$ cat src/rtl/rca_operand_stage.sv
// Two-stage valid/ready wrapper around a WIDTH-bit ripple-carry adder.
// Stage 1 holds the operand pair, stage 2 holds the {carry, sum} result.
module rca_operand_stage #(
  parameter int WIDTH     = 6,
  parameter int CNT_WIDTH = 8
) (
  input  logic                 i_clk,
  input  logic                 i_rst_n,
  input  logic                 i_valid,
  output logic                 o_ready,
  input  logic [WIDTH-1:0]     i_add_term1,
  input  logic [WIDTH-1:0]     i_add_term2,
  output logic                 o_valid,
  input  logic                 i_ready,
  output logic [WIDTH:0]       o_result,
  input  logic                 i_clear,
  output logic [CNT_WIDTH-1:0] o_result_count,
  output logic [CNT_WIDTH-1:0] o_carry_count
);

  localparam logic [CNT_WIDTH-1:0] CNT_ZERO = {CNT_WIDTH{1'b0}};
  localparam logic [CNT_WIDTH-1:0] CNT_ONE  = {{(CNT_WIDTH-1){1'b0}}, 1'b1};

  logic                 r_s1_valid;
  logic                 r_s2_valid;
  logic [WIDTH-1:0]     r_op_a;
  logic [WIDTH-1:0]     r_op_b;
  logic [WIDTH:0]       r_result;
  logic [CNT_WIDTH-1:0] r_result_count;
  logic [CNT_WIDTH-1:0] r_carry_count;

  logic                 w_adv1;
  logic                 w_adv2;
  logic                 w_push;
  logic                 w_pop;
  logic [WIDTH:0]       w_sum;

  // Stall control depends only on occupancy and i_ready, never on i_valid.
  assign w_adv2  = !r_s2_valid || i_ready;
  assign w_adv1  = !r_s1_valid || w_adv2;
  assign w_push  = i_valid && w_adv1;
  assign w_pop   = r_s2_valid && i_ready;

  assign o_ready        = w_adv1;
  assign o_valid        = r_s2_valid;
  assign o_result       = r_result;
  assign o_result_count = r_result_count;
  assign o_carry_count  = r_carry_count;

  // Operand stage: capture only on an upstream transfer, hold otherwise.
  always_ff @(posedge i_clk or negedge i_rst_n) begin
    if (!i_rst_n) begin
      r_s1_valid <= 1'b0;
      r_op_a     <= {WIDTH{1'b0}};
      r_op_b     <= {WIDTH{1'b0}};
    end else begin
      if (w_adv1) begin
        r_s1_valid <= i_valid;
      end else begin
        r_s1_valid <= r_s1_valid;
      end
      if (w_push) begin
        r_op_a <= i_add_term1;
        r_op_b <= i_add_term2;
      end else begin
        r_op_a <= r_op_a;
        r_op_b <= r_op_b;
      end
    end
  end

  // Bit-serial carry chain, carry-in tied low; the final carry is result MSB.
  always_comb begin : ripple_adder
    logic c;
    c     = 1'b0;
    w_sum = {(WIDTH+1){1'b0}};
    for (int i = 0; i < WIDTH; i++) begin
      w_sum[i] = r_op_a[i] ^ r_op_b[i] ^ c;
      c        = (r_op_a[i] & r_op_b[i]) | (c & (r_op_a[i] ^ r_op_b[i]));
    end
    w_sum[WIDTH] = c;
  end

  // Result stage: o_result only changes when a new sum moves in.
  always_ff @(posedge i_clk or negedge i_rst_n) begin
    if (!i_rst_n) begin
      r_s2_valid <= 1'b0;
      r_result   <= {(WIDTH+1){1'b0}};
    end else begin
      if (w_adv2) begin
        r_s2_valid <= r_s1_valid;
      end else begin
        r_s2_valid <= r_s2_valid;
      end
      if (w_adv2 && r_s1_valid) begin
        r_result <= w_sum;
      end else begin
        r_result <= r_result;
      end
    end
  end

  // Statistics; clear wins over a same-cycle increment.
  always_ff @(posedge i_clk or negedge i_rst_n) begin
    if (!i_rst_n) begin
      r_result_count <= CNT_ZERO;
      r_carry_count  <= CNT_ZERO;
    end else if (i_clear) begin
      r_result_count <= CNT_ZERO;
      r_carry_count  <= CNT_ZERO;
    end else if (w_pop) begin
      r_result_count <= r_result_count + CNT_ONE;
      if (r_result[WIDTH]) begin
        r_carry_count <= r_carry_count + CNT_ONE;
      end else begin
        r_carry_count <= r_carry_count;
      end
    end else begin
      r_result_count <= r_result_count;
      r_carry_count  <= r_carry_count;
    end
  end

endmodule

$ cat config.mk
export PLATFORM = sky130hd
export DESIGN_NAME = rca_operand_stage
export DESIGN_NICKNAME = d
export VERILOG_FILES = /design/src/rtl/rca_operand_stage.sv
export SDC_FILE = /design/constraint.sdc
export NUM_CORES = 1
export LEC_CHECK = 0
export CAP_MARGIN = 5
export CELL_PAD_IN_SITES_DETAIL_PLACEMENT = 1
export CELL_PAD_IN_SITES_GLOBAL_PLACEMENT = 2
export CORE_MARGIN = 5
export CORE_UTILIZATION = 32
export DETAILED_ROUTE_END_ITERATION = 10
export PLACE_DENSITY = 0.82
export SYNTH_ARGS = -nofsm -noshare
export SYNTH_HDL_FRONTEND = slang
export SYNTH_SLANG_ARGS = --single-unit
export TNS_END_PERCENT = 10
$ cat constraint.sdc
create_clock -name i_clk -period 3.9 [get_ports i_clk]
set_clock_uncertainty 0.1 [all_clocks]
set_input_delay 0.975 -clock i_clk [delete_from_list [all_inputs] [get_ports i_clk]]
set_output_delay 0.975 -clock i_clk [all_outputs]
set_load 0.005 [all_outputs]
# Word-level counts from Yosys, hierarchy flattened
# Index checks and enable logic that the tools add are counted.
dict set report totals {
  ff_bits 37
  out_inout_bits 25
  elab_cells 51
}
dict set report classes {
  n_addsub 2
  n_mux 5
  bitwise_logic 27
  n_reduce_logical 10
}
# operator n
set ops {}
lappend ops {{8-bit two-way mux} 5}
lappend ops {{8-bit by 1-bit adder with 8-bit output (second input constant)} 2}
lappend ops {{1-bit bitwise AND} 11}
lappend ops {{1-bit XOR} 11}
lappend ops {{1-bit OR} 5}
lappend ops {{2-bit nonzero test} 2}
lappend ops {{1-bit logical AND} 3}
lappend ops {{1-bit logical NOT} 2}
lappend ops {{1-bit logical OR} 2}
lappend ops {{2-bit AND reduction} 1}

# Depth between registers and ports, before layout
# Gate-level depths: netlist of run 1.
dict set report depth {
  depth_word 11
  depth_mapped 8
  mapped_depth_nobuf 8
}

# Worst setup path before layout of run 1
# Ideal clock, no wire load.
dict set report synth_timing {
  path_kind {register -> register}
  startpoint {register r_op_a[0]}
  endpoint {register r_result[5] (netlist: o_result[5])}
  t_arrival_ns 2.610
  t_required_ns 3.720
  setup_slack_ns 1.111
  path_stages_with_launch 9
  path_cell_list {dfrtp_1 ha_1 fa_1 fa_1 fa_1 fa_1 inv_1 fa_1 mux2i_1}
}
dict set report synth_between {
  elab_chain_cells 10
}
# element line_no
set synth_lines {}
lappend synth_lines {{start: declaration} 26} ;# logic [WIDTH-1:0] r_op_a;
lappend synth_lines {{start signal: assignment} 54} ;# r_op_a <= {WIDTH{1'b0}};
lappend synth_lines {{start signal: assignment} 63} ;# r_op_a <= i_add_term1;
lappend synth_lines {{start signal: assignment} 66} ;# r_op_a <= r_op_a;
lappend synth_lines {{1-bit bitwise AND (2 in series)} 79} ;# c = (r_op_a[i] & r_op_b[i]) | (c & (r_op_a[i] ^ r_op_b[i]));
lappend synth_lines {{1-bit OR} 79}
lappend synth_lines {{1-bit bitwise AND} 79}
lappend synth_lines {{1-bit OR} 79}
lappend synth_lines {{1-bit bitwise AND} 79}
lappend synth_lines {{1-bit OR} 79}
lappend synth_lines {{1-bit bitwise AND} 79}
lappend synth_lines {{1-bit OR} 79}
lappend synth_lines {{1-bit XOR} 78} ;# w_sum[i] = r_op_a[i] ^ r_op_b[i] ^ c;
lappend synth_lines {{end signal: assignment} 88} ;# r_result <= {(WIDTH+1){1'b0}};
lappend synth_lines {{end signal: assignment} 96} ;# r_result <= w_sum;
lappend synth_lines {{end signal: assignment} 98} ;# r_result <= r_result;
lappend synth_lines {{end: declaration} 28} ;# logic [WIDTH:0] r_result;
# Every way passes these cells.
# A chain may end at the register's enable or synchronous reset.

# Worst setup path after layout of run 1
dict set report layout_timing {
  startpoint {input port i_ready}
  endpoint {output port o_ready}
}
dict set report layout_between {
  elab_chain_cells 2
}
# element line_no
set layout_lines {}
lappend layout_lines {{start: declaration} 14} ;# input logic i_ready,
lappend layout_lines {{1-bit logical OR} 39} ;# assign w_adv2 = !r_s2_valid || i_ready;
lappend layout_lines {{1-bit logical OR} 40} ;# assign w_adv1 = !r_s1_valid || w_adv2;
lappend layout_lines {{end: declaration} 10} ;# output logic o_ready,
# Every way passes these cells.

==> run summary, run 1 <==
The count of warnings emitted by yosys is 0. The total number of vias came out at ~1200. The critical path data required time came out at 2.82 ns. The post-synthesis instance area is roughly 1700 sq um. The overall die height came out at 83.9 um. Before antenna repair, the detailed router went through 4 iterations. The number of inserted filler cells in the final layout came out at slightly below 600.

For this configuration, the core starts out at a cell density of 32.3%. The number of flops mapped to enable cells by yosys came out at 0. Once detail routing completed, the nets flagged for antenna violations numbered 0. Global routing consumed, on the met1 layer, ~14% of the routing resources. The setup-violating endpoint count in the final report is 0. The leakage power figure came out at 0.951 nW. After clock tree synthesis, the clock-pin slew on the worst setup and hold paths is 0.06 ns. The final-report max-slew violation count came out at 0.

For this design, the slowest cell found on the critical path is clkdlybuf4s50_1. The max-cap violation count came out at 0. For this run, design rule violations remaining after detail routing come to 0.

The number of buffers added by the clock tree synthesis step came out at 5. The die footprint is 7040 sq um. The async set-or-reset flop fraction in the synthesized netlist is between 90% and 100%. In this run the tool buffered the top-level ports with between 40 and 50 buffer cells. The measured slew at the worst slew-check pin came out at 0.947 ns. The net count after synthesis came out at approximately 170. The element type at the critical path end is an output port. The smallest hold slack came out at 0.424 ns. Compared with the post-synthesis result, the final layout area differs by 31.4%.

The cell area after placement came out at about 2200 sq um. The width of the chip is 83.9 um. The number of H-tree levels came out at 2. The final non-filler cell total came out at 260. By count the netlist is led by dfrtp_1 (37), mux2_2 (19), a21oi_1 (9).

Synthesis produced 143 cells. The fmax came out at between 300 and 400 MHz. The first-pass GRT wire length came out at 6740 um. The post-route core utilization came out at 42.5%. The leading register cell type out of synthesis is dfrtp_1. The setup slack of the critical path after layout is 0.680 ns. The placeable core area came out at 5410 sq um.

The source of the critical timing path is i_ready. The run finished with clean final reports. The area fraction of the dominant cell type after synthesis is 53.0%. The total wire length after detailed routing came out at 3890 um. The post-layout total power came out at 990 uW. The later pin in the worst-skew pair is clocked with a latency of between 0.2 and 0.3 ns.

Traced cell by cell, the critical path runs through clkdlybuf4s50_1, nand3b_4, clkdlybuf4s50_1. The pin count of the biggest net entering global routing came out at 38. The detailed router finished its first iteration with 68 violations. The clock period minus final worst setup slack is 3.22 ns. met2 is the most crowded layer. The post-synthesis average cell area is 12.2 sq um.

For the final routed database, the setup TNS stands at 0 ns. Counting along the longest clock path gives a buffer depth of 2. The post-CTS setup-driven buffer insertion count is 0. For hold timing, the worst endpoint is o_result[0]$_DFFE_PN0P_. The placed instance count is 252. The cell area after layout is ~2300 sq um.

The tightest min-delay check is of the reg2reg type. The global placement routability congestion is 0.706. The combined global-route utilization of all metal layers came out at about an eighth. The total overflow reported by the global router is 0. In this run the critical register-to-register path is launched from r_op_a[0]$_DFFE_PN0P_. Of all nets on the critical path, the largest fanout is 3. The final period utilization is 82.6%. The cell row count came out at 27. The worst reg2reg path depth is 8.

The clock sink count is 37. By startpoint and endpoint, the worst setup path is classified as in2out. Dividing the detail-routed wire length by the instance count gives 14.9 um.

The ratio of routed vias to standard cells came out at 4.80. The via count of the first global-routing pass was between 1000 and 1500. The setup slack of the worst register-to-register path is 0.95 ns. The count of cell types in the netlist came out at 30.

TritonCTS built the clock tree. The worst path buffer plus inverter count came out at 2. The post-cts sizing count is 0. The number of antenna violations at the first check in global routing is 0. The proportion of synthesized chip area in sequential cells is 53.0%.

The power per cell area came out at 431 nW/um^2. The most repeated cell in the gate-level netlist after synthesis is dfrtp_1. The number of top-level pins is 42.

The worst hold path cell count is 1. The met2 usage in global routing is between 20% and 30%. The largest area contributor in the synthesized netlist is dfrtp_1. The met3 track demand over resource in global routing is 4.54%. The flip-flop and latch count after synthesis came out at 37. The pre-CTS worst setup slack came out at 0.670 ns. The number of inserted diodes came out at 0. The detailed-placement wirelength estimate is between 2000 and 3000 um. The net count reported at finish is 212. Yosys attributes the largest share of cell area to dfrtp_1 (53%), mux2_2 (12%), fa_1 (5.7%). The share of cells above drive strength 1 came out at 16.0%.

The arrival time of data at the critical path endpoint is around 2.1 ns. The largest single stage delay on the critical path is 0.51 ns. Setup repair after global routing left no endpoint under its margin. In this run the most critical hold path is launched from o_result[0]$_DFFE_PN0P_. The worst-case headroom to the max-slew limit is 36.9%. The hold buffer count at CTS is 0. The launching element type of the critical path is an input pin. The count of final hold-check violations came to 0.

The worst register-to-register path ends at o_result[5]$_DFFE_PN0P_. In this design, the largest share of critical-path delay is due to buffers and inverters. The most numerous cell type found on the critical path is clkdlybuf4s50_1.

The maximum vdd drop is approximately 0.22 mV. The root buffer cell chosen for the clock tree is clkbuf_8.
## where the power goes
group	switching (mW)	total [mW]	leakage [nW]	internal [mW]
Sequential	0.0510	0.495	0.465	0.444
Clock	0.126	0.253	0.0395	0.127
Combinational	0.0898	0.243	0.447	0.153
Total	0.266	0.990	0.951	0.724
## layout by cell type (no fill, tap or decap), drive strengths merged
| master | instances |
|---|---|
| a21oi | 9 |
| or3 | 6 |
| nand3 | 5 |
| nor3 | 1 |
| xor2 | 2 |
| clkdlybuf4s50 | 40 |
| nand2 | 7 |
| nand2b | 3 |
| clkbuf | 9 |
| ha | 3 |
| nor2 | 7 |
| mux2i | 3 |
| o21ai | 6 |
| nor2b | 2 |
| buf | 1 |
| nand3b | 1 |
| xnor2 | 2 |
| nand4 | 6 |
| fa | 5 |
| dfrtp | 37 |
| nor4 | 1 |
| mux2 | 19 |
| or4 | 2 |
| and3 | 1 |
| o31ai | 2 |
| inv | 8 |
## logic make-up (layout without fill, tap and decap cells)
logic type      count (synthesis)  in the layout  share of synthesized area [%]
flops                          37             37                           53.0
fa+ha+maj                       8              8                           7.88
compound gates                 17             17                           5.16
simple gates                   42             42                           14.3
mux                            22             22                           14.0
buf+inv                        13             58                           3.65
xor+xnor                        4              4                           2.01
## registers in the layout (all words and copies together) (netlist names)
| signal | count |
|---|---|
| o_result | 7 |
| r_op_b | 6 |
| o_result_count | 8 |
| o_carry_count | 8 |
| o_valid | 1 |
| r_s1_valid | 1 |
| r_op_a | 6 |
## metal layers
layer  part of all wire [%]  wire length [um]
met3                    5.8               227
met5                      0                 0
met2                     51              1990
met1                     42              1640
met4                   0.69                27
## worst max-delay path by stage
| stage | cells after the start | slack, ns | endpoint |
|---|---|---|---|
| floorplan | 8 | 1.11 | o_result[5]$_DFFE_PN0P_ |
| global placement | 3 | 0.67 | o_ready |
| detailed placement | 3 | 0.67 | o_ready |
| CTS | 3 | 0.66 | o_ready |
| global route | 3 | 0.64 | o_ready |
| finish | 3 | 0.68 | o_ready |
## layout make-up
type,count,area [sq um],share of cell area [%]
flip-flops and latches,37,926,40.3
multi-input cells,93,757,33.0
repair buffers,42,413,18.0
well taps,72,90.1,3.92
clock buffers,8,80.1,3.49
inverters,8,30.0,1.31
No activity file was read; power rests on OpenSTA's default activity.
==> run 2, diff against run 1 <==
Settings changed: CORE_UTILIZATION 32 to 29, PLACE_DENSITY 0.82 to 0.79.
Clock period 3.9 ns to 2.9 ns, I/O delays scaled along.
==> run summary, run 2 (synthesis gave the netlist of run 1 again) <==
The class of the tightest hold or removal check is reg2reg (unchanged). The net switching power is 372 uW (was 266 uW). The fmax is 362 MHz.

The startpoint of the most critical register-to-register path is r_op_a[0]$_DFFE_PN0P_ (unchanged). The first-pass GRT wire length is 6620 um (was 6740 um). The met2 usage in global routing came out at 18.6% (was 20.6%). The post-route DRC violation count came out at 0 (unchanged). The per-cell routed wire length is 15.2 um (was 14.9 um). The switching part of the total is 27.1% (was 26.9%). Critical Path, Cell by Cell: ha_2, fa_2, fa_2, fa_2, fa_1, inv_1, fa_1, mux2i_1 (was clkdlybuf4s50_1, nand3b_4, clkdlybuf4s50_1). Outcome: finished, final reports clean (unchanged). The measured slew at the worst slew-check pin came out at 0.838 ns (was 0.947 ns). The cell-internal power came out at 997 uW (was 724 uW). The setup TNS after final layout was 0 ns (unchanged).

The pin count of the biggest net entering global routing came out at 38 (unchanged). The total overflow reported by the global router is 0 (unchanged). The max-cap violation count was 0 (unchanged). The final non-filler cell total was 264 (was 260). The smallest hold slack came out at 0.410 ns (was 0.424 ns). The most common cell after layout, fill and taps aside is clkdlybuf4s50_1 (unchanged). The worst hold path cell count is 1 (unchanged). The number of buffers added by the clock tree synthesis step was 5 (unchanged). The portion of total power attributed to sequential cells came to 49.1% (was 50.0%). The number of antenna violations at the first check in global routing came to 0 (unchanged). The terminating pin of the worst hold path was r_op_a[5]$_DFFE_PN0P_ (was o_result[0]$_DFFE_PN0P_).

Leading cell types in the layout, fill and taps excluded: clkdlybuf4s50_1 (40), dfrtp_1 (37), mux2_2 (19), a21oi_1 (9), inv_1 (8) (unchanged). The clock sink count is 37 (unchanged). The leakage power figure came out at 0.961 nW (was 0.951 nW).

The launching element type of the critical path is a flip-flop (was input pin). The combined global-route utilization of all metal layers is 11.1% (was 11.9%). The most frequent cell on the critical path is fa_2 (was clkdlybuf4s50_1). The cell area after layout came out at 2330 sq um (was 2300 sq um). The post-route core utilization was 39.6% (was 42.5%). The maximum buffer depth of the clock tree is 2 (unchanged). The detailed-placement wirelength estimate was 3050 um (was 2970 um). The width of the chip came out at 87.6 um (was 83.9 um). The power per cell area is 587 nW/um^2 (was 431 nW/um^2).

The element type at the critical path end is a flip-flop (was output port). The critical path class is reg2reg (was in2out). The global placement routability congestion is 0.787 (was 0.706). The arrival time of data at the critical path endpoint came out at 2.87 ns (was 2.14 ns).

The number of inserted diodes came out at 0 (unchanged). The met3 track demand over resource in global routing came out at 4.14% (was 4.54%). The net count reported at finish is 214 (was 212). The longest individual stage delay on the worst path is 0.41 ns (was 0.51 ns). The starting density of the core is 29.7% (was 32.3%).

The placeable core area was 5890 sq um (was 5410 sq um). The critical path data required time was 3.01 ns (was 2.82 ns). The worst path buffer plus inverter count came to 1 (was 2). The clock latency reported for the late side of the worst-skew pair came out at 0.28 ns (was 0.29 ns).

The layout-stage area growth over the synthesis result is 33.5% (was 31.4%). The final-report max-slew violation count is 0 (unchanged). The ratio of routed vias to standard cells was 4.74 (was 4.80). The number of H-tree levels came to 2 (unchanged). The maximum vdd drop was 0.364 mV (was 0.222 mV). The cell row count came to 28 (was 27).

The proportion of power drawn by the clock network is 26.6% (was 25.5%). The clock tree root driver cell is clkbuf_8 (unchanged). The count of final hold-check violations is 0 (unchanged). The via count of the first global-routing pass is 1371 (was 1428). The placed instance count came out at 256 (was 252). The total number of vias is 1251 (was 1249).

The total wire length after detailed routing was 4010 um (was 3890 um). The setup-violating endpoint count in the final report is 0 (unchanged). The hold buffer count at CTS came to 0 (unchanged). The CTS tree is built (unchanged). The cell area after placement came out at 2230 sq um (was 2220 sq um).

The beginning of the worst hold path is r_op_a[5]$_DFFE_PN0P_ (was o_result[0]$_DFFE_PN0P_). The number of top-level pins is 42 (unchanged). The worst reg2reg path depth came out at 8 (unchanged). The pre-CTS worst setup slack is -0.0612 ns (was 0.670 ns). The die footprint came out at 7680 sq um (was 7040 sq um). The category of cells accounting for the largest share of critical-path delay is adder cells (was buffers and inverters).

The routing layer with the top usage in global route is met2 (unchanged). The critical-path cell with the highest stage delay was fa_1 (was clkdlybuf4s50_1). The end of the worst register-to-register path is o_result[5]$_DFFE_PN0P_ (unchanged). The worst-case headroom to the max-slew limit is 44.1% (was 36.9%). The setup slack of the critical path after layout is 0.134 ns (was 0.680 ns). The met1 usage came out at 13.6% (was 13.9%). The peak fanout along the critical path is 2 (was 3). The share of cells above drive strength 1 came to 19.6% (was 16.0%). Setup repair after global routing missed its margin: no (unchanged).

The number of inserted filler cells in the final layout is 658 (was 594). The combinational power share is 24.3% (was 24.5%). The clock period minus final worst setup slack is 2.77 ns. The number of detailed-route iterations in the first pass came out at 4 (unchanged). The setup slack of the worst register-to-register path is 0.13 ns (was 0.95 ns). The post-layout total power was 1.37 mW (was 990 uW). The antenna violation net count after detailed routing came out at 0 (unchanged). The overall die height came out at 87.6 um (was 83.9 um). The number of I/O port buffers came out at 41 (unchanged). Of the available clock period, the critical path in the final layout requires 95.4%. The clock-pin slew on the worst setup and hold paths came out at 0.07 ns (was 0.06 ns). The iteration-0 DRC count of the detailed router is 71 (was 68).
==> run 2: cell count changes in the layout (fill, tap and decap cells not counted), sizes merged <==
cell    delta
clkbuf     -2
buf        +3
==> run 2: how the worst max path moves through the flow <==
stage / cells after the start / from / to
floorplan: 8 / r_op_a[0]$_DFFE_PN0P_ / o_result[5]$_DFFE_PN0P_
global placement: 8 / r_op_a[0]$_DFFE_PN0P_ / o_result[5]$_DFFE_PN0P_
detailed placement: 8 / r_op_a[0]$_DFFE_PN0P_ / o_result[5]$_DFFE_PN0P_
CTS: 8 / r_op_a[0]$_DFFE_PN0P_ / o_result[5]$_DFFE_PN0P_
global route: 8 / r_op_a[0]$_DFFE_PN0P_ / o_result[5]$_DFFE_PN0P_
finish: 8 / r_op_a[0]$_DFFE_PN0P_ / o_result[5]$_DFFE_PN0P_
==> run 2: final cells by class <==
class / instances / area, sq um / area share [%]
timing repair buffer: 44 / 428 / 18.4
tap: 75 / 93.8 / 4.03
multi-input combinational: 93 / 767 / 32.9
clock buffer: 7 / 86.3 / 3.70
inverter: 8 / 30.0 / 1.29
sequential: 37 / 926 / 39.7
==> run 2: power groups by stage <==
stage / clock network [mW] / registers [mW] / logic (mW)
6_report: 0.364 / 0.672 / 0.333
5_1_grt: 0.402 / 0.681 / 0.371
4_1_cts: 0.379 / 0.674 / 0.339
3_5_place_dp: 0 / 0.679 / 0.337
3_3_place_gp: 0 / 0.676 / 0.317
2_1_floorplan: 0 / 0.662 / 0.151
==> run 2: worst reg2reg max path, stage by stage, from the launching register on <==
cell and delay [ns]:
dfrtp_1 0.39, ha_2 0.19, fa_2 0.34, fa_2 0.35, fa_2 0.35, fa_1 0.36
inv_1 0.07, fa_1 0.41, mux2i_1 0.14
==> run 2: per-layer routing <==
layer  routed length (um)  vias up
li1                     -      586
met1                 1690      628
met2                 2020       32
met3                  267        5
met4                   29        0
met5                    0        -
==> run 2: what timing repair did <==
| action | 4_1_cts | 5_1_grt |
|---|---|---|
| resized for setup | 1 | 3 |
| buffers inserted | 0 | 1 |
| setup endpoints to repair | 1 | 1 |
| pin swaps | 0 | 0 |
==> run 3, diff against run 2 <==
Settings changed: CORE_MARGIN 5 to default, SKIP_LAST_GASP from default to 1.
==> run summary, run 3 (synthesis gave the netlist of run 1 again) <==
The width of the chip came to 79.6 um (was 87.6 um). The multi-input combinational cell area came to 767 sq um (unchanged). The arrival time of data at the critical path endpoint came out at 2.95 ns (was 2.87 ns).

The category of cells accounting for the largest share of critical-path delay was adder cells (unchanged). The pre-CTS worst setup slack is -0.0865 ns (was -0.0612 ns). The overall die height is 79.6 um (was 87.6 um). The setup-violating endpoint count in the final report is 0 (unchanged). The iteration-0 DRC count of the detailed router is 45 (was 71). The maximum buffer depth of the clock tree was 2 (unchanged). The cell area after placement came out at 2220 sq um (was 2230 sq um). The total number of vias came out at 1243 (was 1251). The most frequent cell on the critical path is fa_2 (unchanged). The leakage power figure came out at 0.956 nW (was 0.961 nW). The final non-filler cell total is 260 (was 264).

The pin count of the biggest net entering global routing is 38 (unchanged). The clock sink count is 37 (unchanged). The first-pass GRT wire length came out at 6970 um (was 6620 um). The end of the worst register-to-register path is o_result[5]$_DFFE_PN0P_ (unchanged).

The share of cells above drive strength 1 came to 19.7% (was 19.6%). The number of buffers added by the clock tree synthesis step is 5 (unchanged). The longest individual stage delay on the worst path is 0.41 ns (about the same). The number of inserted filler cells in the final layout came out at 596 (was 658).

Setup repair after global routing missed its margin: no (unchanged). The starting density of the core is 31.0% (was 29.7%). The number of inserted diodes came to 0 (unchanged). The post-CTS setup-driven buffer insertion count is 0 (unchanged). The placed instance count came out at 253 (was 256). The final-report max-slew violation count is 0 (unchanged). The met1 usage came out at 18.3% (was 13.6%).

The worst reg2reg path depth is 8 (unchanged). The die footprint came out at 6340 sq um (was 7680 sq um). The cell area after layout came out at 2320 sq um (was 2330 sq um).

The critical path data required time is 3.00 ns (was 3.01 ns). The clock period minus final worst setup slack is 2.85 ns (was 2.77 ns). The CTS tree is built (unchanged). Outcome: finished, final reports clean (unchanged). The final period utilization came to 98.2% (was 95.4%). The antenna violation net count after detailed routing came to 0 (unchanged). The total wire length after detailed routing is 3910 um (was 4010 um). The global placement routability congestion is 0.731 (was 0.787).

The launching element type of the critical path is a flip-flop (unchanged). The most common cell after layout, fill and taps aside is clkdlybuf4s50_1 (unchanged). The placeable core area was 5640 sq um (was 5890 sq um). The number of antenna violations at the first check in global routing came to 0 (unchanged). The met3 track demand over resource in global routing came to 4.80% (was 4.14%).

The number of I/O port buffers is 41 (unchanged). The maximum vdd drop is 0.368 mV (was 0.364 mV). The number of H-tree levels is 2 (unchanged).

The via count of the first global-routing pass came out at 1407 (was 1371). The setup slack of the critical path after layout is 0.0523 ns (was 0.134 ns). The detailed-placement wirelength estimate is 2930 um (was 3050 um). The clock tree root driver cell is clkbuf_8 (unchanged). The startpoint of the most critical register-to-register path is r_op_a[0]$_DFFE_PN0P_ (unchanged).

The count of final hold-check violations is 0 (unchanged). The clock latency reported for the late side of the worst-skew pair is 0.29 ns (was 0.28 ns). The measured slew at the worst slew-check pin came out at 0.818 ns (was 0.838 ns).

Leading cell types in the layout, fill and taps excluded: clkdlybuf4s50_1 (40), dfrtp_1 (37), mux2_2 (19), a21oi_1 (9) (was clkdlybuf4s50_1 (40), dfrtp_1 (37), mux2_2 (19), a21oi_1 (9), inv_1 (8)). The post-route DRC violation count came out at 0 (unchanged). The number of detailed-route iterations in the first pass was 4 (unchanged). The combined global-route utilization of all metal layers came to 14.5% (was 11.1%).

The critical-path cell with the highest stage delay is fa_1 (unchanged). The setup slack of the worst register-to-register path is 0.05 ns (was 0.13 ns). The element type at the critical path end is a flip-flop (unchanged). The worst-case headroom to the max-slew limit is 45.5% (was 44.1%).

The number of top-level pins is 42 (unchanged). The sequential standard cell area came to 926 sq um (unchanged). The power per cell area came to 590 nW/um^2 (was 587 nW/um^2). The critical path class is reg2reg (unchanged). The clock-pin slew on the worst setup and hold paths is 0.07 ns (about the same).

The met2 usage in global routing came out at 23.7% (was 18.6%). The routing layer with the top usage in global route is met2 (unchanged). The cell row count came out at 27 (was 28).

The fmax was 351 MHz (was 362 MHz). The worst path buffer plus inverter count came out at 1 (unchanged). The ratio of routed vias to standard cells is 4.78 (was 4.74). The layout-stage area growth over the synthesis result was 32.8% (was 33.5%). The total overflow reported by the global router is 0 (unchanged).

The max-cap violation count was 0 (unchanged). Critical Path, Cell by Cell: ha_1, fa_2, fa_2, fa_2, fa_2, inv_2, fa_1, mux2i_1 (was ha_2, fa_2, fa_2, fa_2, fa_1, inv_1, fa_1, mux2i_1). The peak fanout along the critical path is 2 (unchanged). The class of the tightest hold or removal check is in2async (was reg2reg). The net count reported at finish is 213 (was 214). The per-cell routed wire length was 15.1 um (was 15.2 um).
==> run 3: cell count changes in the layout (fill, tap and decap cells not counted), sizes merged <==
cell,before,now
buf,4,3
==> run 3: worst max path at each step <==
stage                                         end  depth (start not counted)  slack, ns                   from
after global placement    o_result[5]$_DFFE_PN0P_                          8       0.02  r_op_a[0]$_DFFE_PN0P_
after floorplan           o_result[5]$_DFFE_PN0P_                          8       0.11  r_op_a[0]$_DFFE_PN0P_
after CTS                 o_result[5]$_DFFE_PN0P_                          8      0.002  r_op_a[0]$_DFFE_PN0P_
final                     o_result[5]$_DFFE_PN0P_                          8       0.05  r_op_a[0]$_DFFE_PN0P_
after global routing      o_result[5]$_DFFE_PN0P_                          8      0.006  r_op_a[0]$_DFFE_PN0P_
after detailed placement  o_result[5]$_DFFE_PN0P_                          8      -0.09  r_op_a[0]$_DFFE_PN0P_
==> run 3: cell type report <==
| cell class | count | area share (%) |
|---|---|---|
| clock buffers | 7 | 3.72 |
| inverters | 8 | 1.29 |
| multi-input cells | 93 | 33.1 |
| flip-flops and latches | 37 | 39.9 |
| well taps | 72 | 3.88 |
| repair buffers | 43 | 18.1 |
==> run 3: stage by stage <==
stage | TNS, ns | utilization [%] | hold WS, ns | total power [mW]
floorplan | 0 | - | 0.329 | 0.813
global placement | 0 | 39.4 | 0.392 | 0.991
detailed placement | -0.0865 | 39.4 | 0.408 | 1.01
CTS | 0 | 41.1 | 0.426 | 1.39
global route | 0 | 41.1 | 0.432 | 1.46
finish | 0 | 41.1 | 0.422 | 1.37
==> run 3: where the power goes <==
group | internal [mW] | switching, mW
logic | 0.212 | 0.126
clock network | 0.188 | 0.172
registers | 0.597 | 0.0731
total | 0.998 | 0.371
==> run 3: timing repair <==
action	CTS	global route
hold buffers	0	0
resized for setup	3	2
endpoints found under the setup margin	1	1
pin swaps	1	2
==> run 3: routing by layer <==
metal  up-vias  wire, um
met5         -         0
li1        586         -
met4         0        45
met3         6       222
met2        37      1940
met1       614      1710
